<file path="src/rtl/band_mix_if.sv">
// Band playback / mix bus shared by the band sequencer and its environment.
// The master side is the sequencer; the slave side is the playback modules and the audio sink.
interface band_mix_if #(
   parameter int unsigned NUM_BANDS = 8,
   parameter int unsigned GAIN_W    = 8
) ();
   logic                          run;
   logic [NUM_BANDS-1:0]          band_mask;
   logic [NUM_BANDS*GAIN_W-1:0]   band_gain;
   logic [NUM_BANDS-1:0]          band_en;
   logic [NUM_BANDS*16-1:0]       band_data;
   logic [NUM_BANDS-1:0]          band_valid;
   logic signed [15:0]            mix_out;
   logic                          mix_valid;
   logic                          busy;
   logic                          overrun;
   logic                          timeout_err;

   modport master (
      input  run, band_mask, band_gain, band_data, band_valid,
      output band_en, mix_out, mix_valid, busy, overrun, timeout_err
   );

   modport slave (
      output run, band_mask, band_gain, band_data, band_valid,
      input  band_en, mix_out, mix_valid, busy, overrun, timeout_err
   );
endinterface

</file>
<file path="src/rtl/band_mix_sequencer.sv">
// Per-sample-tick band scheduler: strobes each unmasked band, applies its gain, emits one mixed sample.
// Define MIX_SAT_EN to clamp the mixed sample to 16-bit signed range instead of wrapping.
module band_mix_sequencer #(
   parameter int unsigned NUM_BANDS = 8,
   parameter int unsigned GAIN_W    = 8,
   parameter int unsigned TICK_DIV  = 100,
   parameter int unsigned TIMEOUT   = 8
) (
   input  logic      clk,
   input  logic      rst_n,
   band_mix_if.master bus
);
   localparam int unsigned IDX_W  = (NUM_BANDS > 1) ? $clog2(NUM_BANDS) : 1;
   localparam int unsigned PROD_W = 16 + GAIN_W + 1;
   localparam int unsigned ACC_W  = PROD_W + $clog2(NUM_BANDS);
   localparam int unsigned CNT_W  = (TICK_DIV > 1) ? $clog2(TICK_DIV) : 1;
   localparam int unsigned WCNT_W = $clog2(TIMEOUT + 1);

   localparam logic [2:0] S_IDLE  = 3'd0;
   localparam logic [2:0] S_ISSUE = 3'd1;
   localparam logic [2:0] S_WAIT  = 3'd2;
   localparam logic [2:0] S_ACC   = 3'd3;
   localparam logic [2:0] S_DONE  = 3'd4;

   logic [2:0]                  r_state;
   logic [2:0]                  w_next_state;
   logic [CNT_W-1:0]            r_tick_cnt;
   logic                        w_tick;
   logic [NUM_BANDS-1:0]        r_mask;
   logic [NUM_BANDS*GAIN_W-1:0] r_gain;
   logic [IDX_W-1:0]            r_idx;
   logic [WCNT_W-1:0]           r_wait_cnt;
   logic signed [15:0]          r_sample;
   logic signed [ACC_W-1:0]     r_acc;
   logic [NUM_BANDS-1:0]        r_band_en;
   logic signed [15:0]          r_mix_out;
   logic                        r_mix_valid;
   logic                        r_busy;
   logic                        r_overrun;
   logic                        r_timeout_err;

   logic [IDX_W-1:0]            w_first_idx;
   logic [IDX_W-1:0]            w_next_idx;
   logic                        w_next_any;
   logic [IDX_W-1:0]            w_issue_idx;
   logic                        w_valid_sel;
   logic                        w_timeout_hit;
   logic [GAIN_W-1:0]           w_gain;
   logic signed [PROD_W-1:0]    w_prod;
   logic signed [15:0]          w_result;

   assign w_tick        = bus.run && (r_tick_cnt == CNT_W'(TICK_DIV - 1));
   assign w_valid_sel   = bus.band_valid[r_idx];
   assign w_timeout_hit = (r_wait_cnt == WCNT_W'(TIMEOUT - 1));
   assign w_gain        = r_gain[r_idx*GAIN_W +: GAIN_W];
   assign w_prod        = PROD_W'(r_sample) * PROD_W'($signed({1'b0, w_gain}));
   assign w_issue_idx   = (r_state == S_IDLE) ? w_first_idx : w_next_idx;

   // Lowest set bit of the live mask, and next set bit of the latched mask above r_idx
   always_comb begin
      w_first_idx = '0;
      w_next_idx  = '0;
      w_next_any  = 1'b0;
      for (int k = int'(NUM_BANDS) - 1; k >= 0; k--) begin
         if (bus.band_mask[k]) w_first_idx = IDX_W'(k);
         if (r_mask[k] && (IDX_W'(k) > r_idx)) begin
            w_next_idx = IDX_W'(k);
            w_next_any = 1'b1;
         end
      end
   end

`ifdef MIX_SAT_EN
   localparam logic signed [ACC_W-1:0] SAT_MAX = ACC_W'(32767);
   localparam logic signed [ACC_W-1:0] SAT_MIN = ACC_W'(-32768);
   logic signed [ACC_W-1:0] w_shifted;
   assign w_shifted = r_acc >>> (GAIN_W - 1);
   always_comb begin
      w_result = w_shifted[15:0];
      if (w_shifted > SAT_MAX)      w_result = 16'sh7FFF;
      else if (w_shifted < SAT_MIN) w_result = 16'sh8000;
   end
`else
   assign w_result = 16'(r_acc >>> (GAIN_W - 1));
`endif

   always_ff @(posedge clk or negedge rst_n) begin
      if (!rst_n) r_state <= S_IDLE;
      else        r_state <= w_next_state;
   end

   always_comb begin
      w_next_state = r_state;
      case (r_state)
         S_IDLE:  if (w_tick) w_next_state = (bus.band_mask == '0) ? S_DONE : S_ISSUE;
         S_ISSUE: w_next_state = S_WAIT;
         S_WAIT:  if (w_valid_sel || w_timeout_hit) w_next_state = S_ACC;
         S_ACC:   w_next_state = w_next_any ? S_ISSUE : S_DONE;
         S_DONE:  w_next_state = S_IDLE;
         default: w_next_state = S_IDLE;
      endcase
   end

   // Sample tick divider, parked at zero while stopped
   always_ff @(posedge clk or negedge rst_n) begin
      if (!rst_n)                                     r_tick_cnt <= '0;
      else if (!bus.run || w_tick)                    r_tick_cnt <= '0;
      else                                            r_tick_cnt <= r_tick_cnt + CNT_W'(1);
   end

   always_ff @(posedge clk or negedge rst_n) begin
      if (!rst_n) begin
         r_mask        <= '0;
         r_gain        <= '0;
         r_idx         <= '0;
         r_wait_cnt    <= '0;
         r_sample      <= '0;
         r_acc         <= '0;
         r_band_en     <= '0;
         r_mix_out     <= '0;
         r_mix_valid   <= 1'b0;
         r_busy        <= 1'b0;
         r_overrun     <= 1'b0;
         r_timeout_err <= 1'b0;
      end else begin
         r_mix_valid <= (r_state == S_DONE);
         r_busy      <= (w_next_state != S_IDLE);
         r_band_en   <= (w_next_state == S_ISSUE) ? (NUM_BANDS'(1) << w_issue_idx) : '0;
         if (w_tick && (r_state != S_IDLE)) r_overrun <= 1'b1;
         case (r_state)
            S_IDLE: if (w_tick) begin
               r_mask <= bus.band_mask;
               r_gain <= bus.band_gain;
               r_acc  <= '0;
               r_idx  <= w_first_idx;
            end
            S_ISSUE: r_wait_cnt <= '0;
            S_WAIT: begin
               if (w_valid_sel) begin
                  r_sample <= bus.band_data[r_idx*16 +: 16];
               end else if (w_timeout_hit) begin
                  r_sample      <= '0;
                  r_timeout_err <= 1'b1;
               end else begin
                  r_wait_cnt <= r_wait_cnt + WCNT_W'(1);
               end
            end
            S_ACC: begin
               r_acc <= r_acc + ACC_W'(w_prod);
               if (w_next_any) r_idx <= w_next_idx;
            end
            S_DONE: r_mix_out <= w_result;
            default: ;
         endcase
      end
   end

   assign bus.band_en     = r_band_en;
   assign bus.mix_out     = r_mix_out;
   assign bus.mix_valid   = r_mix_valid;
   assign bus.busy        = r_busy;
   assign bus.overrun     = r_overrun;
   assign bus.timeout_err = r_timeout_err;
endmodule

</file>
<file path="src/flat_wrapper.sv">
// flat-port wrapper written by rule: the top's interface ports become plain ports
module band_mix_sequencer_flat 
#(
   parameter int unsigned NUM_BANDS = 8,
   parameter int unsigned GAIN_W    = 8,
   parameter int unsigned TICK_DIV  = 100,
   parameter int unsigned TIMEOUT   = 8
)
  (clk, rst_n, bus_run, bus_band_mask, bus_band_gain, bus_band_data, bus_band_valid, bus_band_en, bus_mix_out, bus_mix_valid, bus_busy, bus_overrun, bus_timeout_err);
  band_mix_if #(.NUM_BANDS(NUM_BANDS), .GAIN_W(GAIN_W)) bus_i ();
  input  logic clk;
  input  logic rst_n;
  input wire logic [$bits(bus_i.run)-1:0] bus_run;
  input wire logic [$bits(bus_i.band_mask)-1:0] bus_band_mask;
  input wire logic [$bits(bus_i.band_gain)-1:0] bus_band_gain;
  input wire logic [$bits(bus_i.band_data)-1:0] bus_band_data;
  input wire logic [$bits(bus_i.band_valid)-1:0] bus_band_valid;
  output wire logic [$bits(bus_i.band_en)-1:0] bus_band_en;
  output wire logic [$bits(bus_i.mix_out)-1:0] bus_mix_out;
  output wire logic [$bits(bus_i.mix_valid)-1:0] bus_mix_valid;
  output wire logic [$bits(bus_i.busy)-1:0] bus_busy;
  output wire logic [$bits(bus_i.overrun)-1:0] bus_overrun;
  output wire logic [$bits(bus_i.timeout_err)-1:0] bus_timeout_err;
  assign bus_i.run = bus_run;
  assign bus_i.band_mask = bus_band_mask;
  assign bus_i.band_gain = bus_band_gain;
  assign bus_i.band_data = bus_band_data;
  assign bus_i.band_valid = bus_band_valid;
  assign bus_band_en = bus_i.band_en;
  assign bus_mix_out = bus_i.mix_out;
  assign bus_mix_valid = bus_i.mix_valid;
  assign bus_busy = bus_i.busy;
  assign bus_overrun = bus_i.overrun;
  assign bus_timeout_err = bus_i.timeout_err;
  band_mix_sequencer #(.NUM_BANDS(NUM_BANDS), .GAIN_W(GAIN_W), .TICK_DIV(TICK_DIV), .TIMEOUT(TIMEOUT)) u_core (.clk(clk), .rst_n(rst_n), .bus(bus_i));
endmodule
</file>
<file path="config.mk">
export PLATFORM = sky130hd
export DESIGN_NAME = band_mix_sequencer_flat
export DESIGN_NICKNAME = d
export VERILOG_FILES = /design/src/rtl/band_mix_if.sv /design/src/rtl/band_mix_sequencer.sv /design/src/flat_wrapper.sv
export SDC_FILE = /design/constraint.sdc
export NUM_CORES = 1
export LEC_CHECK = 0
export BUFFER_PORTS_ARGS = -buffer_cell sky130_fd_sc_hd__buf_2
export CAP_MARGIN = 10
export CORE_ASPECT_RATIO = 2
export CORE_MARGIN = 2
export CORE_UTILIZATION = 30
export CTS_CLUSTER_SIZE = 20
export DETAILED_ROUTE_END_ITERATION = 8
export PLACE_DENSITY = 0.54
export SLEW_MARGIN = 20
export SYNTH_ARGS = -nofsm -noshare
export SYNTH_HDL_FRONTEND = slang
export SYNTH_SLANG_ARGS = --single-unit
</file>
<file path="constraint.sdc">
create_clock -name clk -period 11.4 [get_ports clk]
set_input_delay 1.14 -clock clk [delete_from_list [all_inputs] [get_ports clk]]
set_output_delay 1.14 -clock clk [all_outputs]
set_load 0.03 [all_outputs]
</file>
==> summary.md, run 1 <==
| Metric | Value |
|---|---|
| Status | `complete, no violations` |
| Hpwl dp | `between 30 and 40 mm` |
| Power Dens Cells | `~150 nW/um2` |
| Final instance area | `about 15000 um2` |
| Global-route wire length before repair | `58.7 mm` |
| Total Wirelength | `about 38 mm` |
| Final Critical Period | `7.21 ns` |
| Std cell rows | `between 100 and 150` |
| Crit end category | `flip-flop` |
| Met1 Use GR | `19.3%` |
| Post-Syn Area | `approximately 13000 um2` |
| Sw Ratio | `between 30% and 40%` |
| Post-synth cell types | `60` |
| Avg Cell Area, Syn | `~9.7 um2` |
| Worst setup margin | `between 4 and 5 ns` |
| Post-CTS Setup Repair Bufs | `0` |
| Clock skew after layout | `0.00973 ns` |
| Global router's overall resource usage | `approximately 17%` |
| Die ar. | `44300 um2` |
| Layout cells sized above 1 | `around a quarter` |
| Final antenna-violating net count | `0` |
| Diodes inserted | `0` |
| Htree depth | `4` |
| Main flop type after synthesis | `dfrtp_1` |
| Lkg Pwr | `about 7.8 nW` |
| Net Switching | `between 0.8 and 0.9 mW` |
| Setup TNS | `0 ns` |
| Clk slew on worst S/H paths | `about 0.07 ns` |
| Die H | `approximately 300 um` |
| Sink Count | `155` |
| DP Area | `between 10000 and 15000 um2` |
| CTS-repair resized insts | `0` |
| Register area share after synthesis | `30.4%` |
| Grt met2 use | `approximately 33%` |
| CTS tree | `done` |
| Hold Path Class | `flip-flop to flip-flop` |
| Number of global-route vias before repair | `about 11000` |
| # IOs | `about 240` |
| Unrepaired setup endpoints after global routing | `false` |
| CTS Buf Count | `17` |
| GP Congestion | `~0.85` |
| Drt first pass iters | `5` |
| Final setup viols | `0` |
| Sequential power share | `a little under two fifths` |
| Critical path origin | `u_core.r_idx[0]` |
| Post-Synthesis Cells | `approximately 1300` |
| Cells after DPL | `roughly 2000` |
| Hold Vio Cnt, Final | `0` |
| GR met3 Demand/Resource | `around 2.3%` |
| CP Launch Type | `flip-flop` |
| Crit Path Class | `flip-flop to flip-flop` |
| Layout Nets | `1899` |
| Most common cell after layout, fill and taps aside | `nand2_1` |
| Clock network power share | `25.6%` |
| Clock Root Buffer | `clkbuf_16` |
| WHS | `between 0.4 and 0.5 ns` |
| DRC viols | `0` |
| Max cap viols | `0` |
| Die width | `150 um` |
| Cts hold-fix bufs | `0` |
| Core ar. | `around 42000 um2` |
| Asr flop ratio synth | `100%` |
| Peak Freq | `139 MHz` |
| Reg2Reg Launch Point | `u_core.r_idx[0]` |
| Most frequent cells in the layout | `nand2_1 (318), buf_2 (237), inv_1 (167), dfrtp_1 (152), fa_1 (115)` |
| DR iter-0 viols | `484` |
| Wire per inst | `approximately 18 um` |
| P&R area growth vs syn | `18.0%` |
| Clk buf depth | `2` |
| Largest net degree at the start of global routing | `82` |
| Final Non-Filler Cells | `between 2000 and 2500` |
| Final core occ | `a little over a third` |
| Port Buf Inserts | `~240` |
| Pre-CTS setup slack | `around 4.1 ns` |
| GRT Residual Overflow | `0` |
| Yosys reg bits | `around 160` |
| Worst-margin pin slew | `about 0.90 ns` |
| Slew margin rel. | `around two fifths` |
| Peak supply drop | `approximately 0.12 mV` |
| Filler cells | `about 4400` |
| EDFF count, synth | `0` |
| Power, Total | `approximately 2.3 mW` |
| Slew Viols, Final | `0` |
| CP max FO | `48` |
| Worst-skew pair later-pin latency | `roughly 0.45 ns` |
| WP data required | `around 12 ns` |
| Crit path DAT | `approximately 7.5 ns` |
| Ys Warns | `0` |
| Initial Util | `between 30% and 40%` |
| Initial antenna violation count | `0` |
| Via count | `roughly 10000` |
| Syn Nets | `1700` |
| Routed vias/inst | `about 4.8` |
| Crit share post-route | `a little over three fifths` |
| HP Start | `u_core.bus.timeout_err` |
| Combinational share of power | `about 37%` |
| Int Pwr | `1.35 mW` |
| Most used routing layer | `met2` |
## flip-flops by register name, summed over array words and instances (netlist names)
name and cells:
u_core.r_tick_cnt 7, u_core.bus.mix_valid 1, u_core.bus.busy 1, u_core.bus.timeout_err 1, u_core.r_acc 23, u_core.r_state 3
u_core.bus.band_en 8, u_core.r_sample 16, u_core.bus.overrun 1, u_core.r_gain 64, u_core.r_wait_cnt 4, u_core.r_idx 3
u_core.r_mask 7, u_core.bus.mix_out 16
## cell usage after synthesis (4+ instances only)
cell      count  share of area (%)
o31ai_1       8               0.47
o22ai_1       5               0.25
dfrtp_1     155                 30
a31oi_1       5               0.25
nor3b_1       4               0.24
nor2_1       37                1.1
nor2b_1      39                1.9
buf_1        12               0.35
o21bai_1      4               0.24
xor2_1       13               0.89
ha_1         54                5.3
nand2_1     318                9.4
a21o_1        9               0.53
and2_1       36                1.8
nor3_1       15               0.59
mux2i_1      24                1.9
o21ai_0      50                2.0
inv_1       167                4.9
buf_2        11               0.43
nand3b_1      4               0.24
fa_1        115                 18
clkbuf_1     37                1.1
nand3_1      33                1.3
xnor2_1      19                1.3
buf_4         4               0.24
mux2_2       23                2.0
a21oi_1      18               0.71
nand2b_1      7               0.34
mux4_2       50                8.8
## area by class of cell
cell class              instances  area (um2)  area share (%)
multi-input cells             931        7990            53.1
flip-flops and latches        155        3880            25.8
repair buffers                247        1280            8.54
well taps                     540         676            4.49
inverters                     167         627            4.17
clock buffers                  18         439            2.92
clock inverters                12         141           0.940
## routing by layer
layer,share of wire [%],wire (um),vias up
met5,0,0,-
met4,4.5,1700,0
met3,3.3,1250,56
met2,56,21500,245
met1,36,13600,5027
li1,-,-,4674
## path summary, 6_finish.rpt
path                                           to  slack, ns  cells past startpoint
setup / recovery                 u_core.r_acc[22]       4.19                     21
hold / removal             u_core.bus.timeout_err       0.46                      1
setup reg to reg                 u_core.r_acc[22]       4.19                     21
hold reg to reg            u_core.bus.timeout_err       0.46                      1
max in group asynchronous    u_core.r_wait_cnt[0]       9.48                      3
min in group asynchronous       u_core.r_gain[44]       0.74                      1
## power by group through the flow
| stage | clock network, mW | registers, mW | logic [mW] |
|---|---|---|---|
| after CTS | 0.594 | 0.856 | 0.840 |
| after global placement | 0 | 0.864 | 0.818 |
| final | 0.577 | 0.850 | 0.824 |
| after floorplan | 0 | 0.800 | 0.595 |
| after global routing | 0.613 | 0.870 | 0.910 |
| after detailed placement | 0 | 0.864 | 0.834 |
## critical path, cell delays in order, from the launching register on
cell and delay [ns]:
dfrtp_4 0.56, buf_4 0.66, mux4_2 0.59, mux2_2 0.41, nand2_1 0.20, fa_1 0.48
fa_1 0.50, inv_1 0.05, fa_1 0.48, fa_1 0.56, inv_1 0.06, fa_1 0.53
inv_1 0.04, ha_1 0.36, a2111oi_0 0.56, o21ai_0 0.27, nor2_1 0.15, nor2_1 0.06
o21ai_0 0.16, o21bai_1 0.10, xnor2_1 0.12, o21ai_0 0.08
## cells by family after synthesis
kind of cell / after synthesis / synth area share [%]
simple gates: 508 / 17.7
buf+inv: 234 / 7.15
fa+ha+maj: 169 / 23.4
flops: 155 / 30.4
compound gates: 124 / 6.28
mux: 98 / 12.9
xor+xnor: 32 / 2.20
No activity file was read; power rests on OpenSTA's default activity.
==> run 2: changes to the inputs <==
==> constraint.sdc (replaced) <==
create_clock -name clk -period 7.2 [get_ports clk]
set_input_delay 0.72 -clock clk [delete_from_list [all_inputs] [get_ports clk]]
set_output_delay 0.72 -clock clk [all_outputs]
set_load 0.03 [all_outputs]
==> run 2 against run 1 <==
Against the previous run: clock-buffer cell count rose by 1; clock skew rose by 0.010 ns; hold slack got worse by 0.10 ns; register-to-register slack got worse by 3.6 ns; critical path depth fell by 2; setup slack got worse by 3.6 ns; critical endpoint is now u_core.r_acc[16].
==> summary.md, run 2 (synthesis results as in run 1) <==
| Metric | Value |
|---|---|
| DR iter-0 viols | `around 440` |
| Sink Count | `about 160` |
| Post-CTS Setup Repair Bufs | `0` |
| Via count | `roughly 10000` |
| # IOs | `239` |
| Sequential power share | `38.2%` |
| CTS-repair resized insts | `0` |
| Clk slew on worst S/H paths | `about 0.06 ns` |
| Net Switching | `~1.4 mW` |
| Initial antenna violation count | `5` |
| Lkg Pwr | `between 7 and 8 nW` |
| Layout cells sized above 1 | `approximately a quarter` |
| Global-route wire length before repair | `60.5 mm` |
| Final setup viols | `0` |
| Clk buf depth | `2` |
| Final antenna-violating net count | `0` |
| Most common cell after layout, fill and taps aside | `nand2_1` |
| Power, Total | `approximately 3.6 mW` |
| R2R setup slack | `0.61 ns` |
| Port Buf Inserts | `about 240` |
| Worst-margin pin slew | `a little under 0.9 ns` |
| Reg2Reg Launch Point | `u_core.r_idx[0]` |
| Drt first pass iters | `5` |
| Routed vias/inst | `slightly below 5` |
| Power Dens Cells | `approximately 240 nW/um2` |
| Unrepaired setup endpoints after global routing | `false` |
| Most frequent cells in the layout | `nand2_1 (318), buf_2 (237), inv_1 (167), dfrtp_1 (152), fa_1 (115)` |
| Worst-skew pair later-pin latency | `approximately 0.45 ns` |
| Final core occ | `approximately 36%` |
| Largest register FFs | `between 60 and 70` |
| Die ar. | `44300 um2` |
| Initial Util | `around 30%` |
| Critical path origin | `u_core.r_idx[0]` |
| Reg-to-reg endpoint | `u_core.r_acc[16]` |
| DRC viols | `0` |
| Peak Freq | `152 MHz` |
| WP data required | `7.50 ns` |
| Die H | `approximately 300 um` |
| GRT Residual Overflow | `0` |
| Crit end category | `flip-flop` |
| Hpwl dp | `~32 mm` |
| Layout Nets | `approximately 1900` |
| Crit path DAT | `between 6 and 7 ns` |
| FF-to-FF path depth | `19` |
| CTS Buf Count | `17` |
| Die width | `between 100 and 150 um` |
| Int Pwr | `2.17 mW` |
| Total Wirelength | `roughly 40 mm` |
| CP Launch Type | `flip-flop` |
| Status | `complete, no violations` |
| Largest net degree at the start of global routing | `90` |
| Peak supply drop | `0.161 mV` |
| Clock network power share | `~26%` |
| Critical path capture point | `u_core.r_acc[16]` |
| Htree depth | `4` |
| Final Critical Period | `6.59 ns` |
| WHS | `~0.35 ns` |
| Setup TNS | `0 ns` |
| Slew margin rel. | `around two fifths` |
| Final instance area | `roughly 15000 um2` |
| CP max FO | `17` |
| Hold Path Class | `input pin to asynchronous set/reset pin` |
| Largest register by flop count | `u_core.r_gain` |
| CTS tree | `done` |
| Clock Root Buffer | `clkbuf_16` |
| Regs by FF count | `u_core.r_gain: 64 flops, u_core.r_acc: 23 flops` |
| Clock skew after layout | `0.0198 ns` |
| Crit Path Class | `flip-flop to flip-flop` |
| Cts hold-fix bufs | `0` |
| Slew Viols, Final | `0` |
| Sw Ratio | `39.6%` |
| Crit share post-route | `between 90% and 100%` |
| DP Area | `around 14000 um2` |
| Core ar. | `~42000 um2` |
| Std cell rows | `approximately 110` |
| Hold Vio Cnt, Final | `0` |
| Wire per inst | `between 15 and 20 um` |
| GP Congestion | `about 0.9` |
| Number of global-route vias before repair | `roughly 11000` |
| Global router's overall resource usage | `between 10% and 20%` |
| P&R area growth vs syn | `17.9%` |
| Combinational share of power | `between 30% and 40%` |
| Max cap viols | `0` |
==> run 2: layout make-up <==
| class | count | area, um2 |
|---|---|---|
| Antenna cell | 3 | 7.51 |
| Clock buffer | 19 | 433 |
| Clock inverter | 11 | 149 |
| Fill cell | 4337 | 26900 |
| Inverter | 167 | 627 |
| Multi-Input combinational cell | 931 | 7970 |
| Sequential cell | 155 | 3880 |
| Tap cell | 540 | 676 |
| Timing Repair Buffer | 249 | 1280 |
==> run 2: critical path, cell delays in order (launching register included) <==
cell and delay (ns):
dfrtp_4 0.62, mux4_2 0.55, mux2_2 0.44, and2_1 0.26, fa_1 0.42, fa_1 0.57, fa_1 0.46, fa_1 0.56
inv_1 0.06, fa_1 0.50, inv_1 0.04, ha_1 0.35, a211oi_1 0.32, o21ai_0 0.16, o2111a_1 0.16, a211o_1 0.34
a21o_1 0.21, a21oi_1 0.17, xor2_1 0.17, o22ai_1 0.09
==> run 2: worst min path at each step <==
stage / start / to / slack (ns) / cells past startpoint
global route: rst_n / u_core.r_acc[3] / 0.41 / 1
finish: rst_n / u_core.r_gain[57] / 0.35 / 1
global placement: u_core.bus.timeout_err / u_core.bus.timeout_err / 0.44 / 1
detailed placement: u_core.r_mask[4] / u_core.r_mask[4] / 0.46 / 2
floorplan: rst_n / u_core.bus.band_en[0] / 0.42 / 0
CTS: rst_n / u_core.r_gain[61] / 0.38 / 1
==> run 2: power groups by stage <==
stage / sequential [mW] / clock (mW) / combinational [mW]
2_1_floorplan: 1.27 / 0 / 0.941
6_report: 1.37 / 0.927 / 1.29
5_1_grt: 1.40 / 0.986 / 1.43
3_5_place_dp: 1.39 / 0 / 1.31
3_3_place_gp: 1.39 / 0 / 1.29
4_1_cts: 1.38 / 0.953 / 1.32
==> run 2: through the flow <==
step                      cells  setup slack [ns]
after detailed placement   2042             0.621
after CTS                  2072             0.632
after global routing       2074             0.229
after floorplan            1320             0.905
after global placement     2042             0.711
final                      2075             0.614
==> run 2: metal layers <==
| metal | vias to the layer above | part of all wire, % | track usage [%] |
|---|---|---|---|
| met2 | 293 | 57 | 34.5 |
| met4 | 4 | 4.4 | 9.00 |
| li1 | 4667 | - | - |
| met3 | 87 | 3.4 | 2.67 |
| met5 | - | 0.063 | 0 |
| met1 | 5060 | 35 | 19.6 |
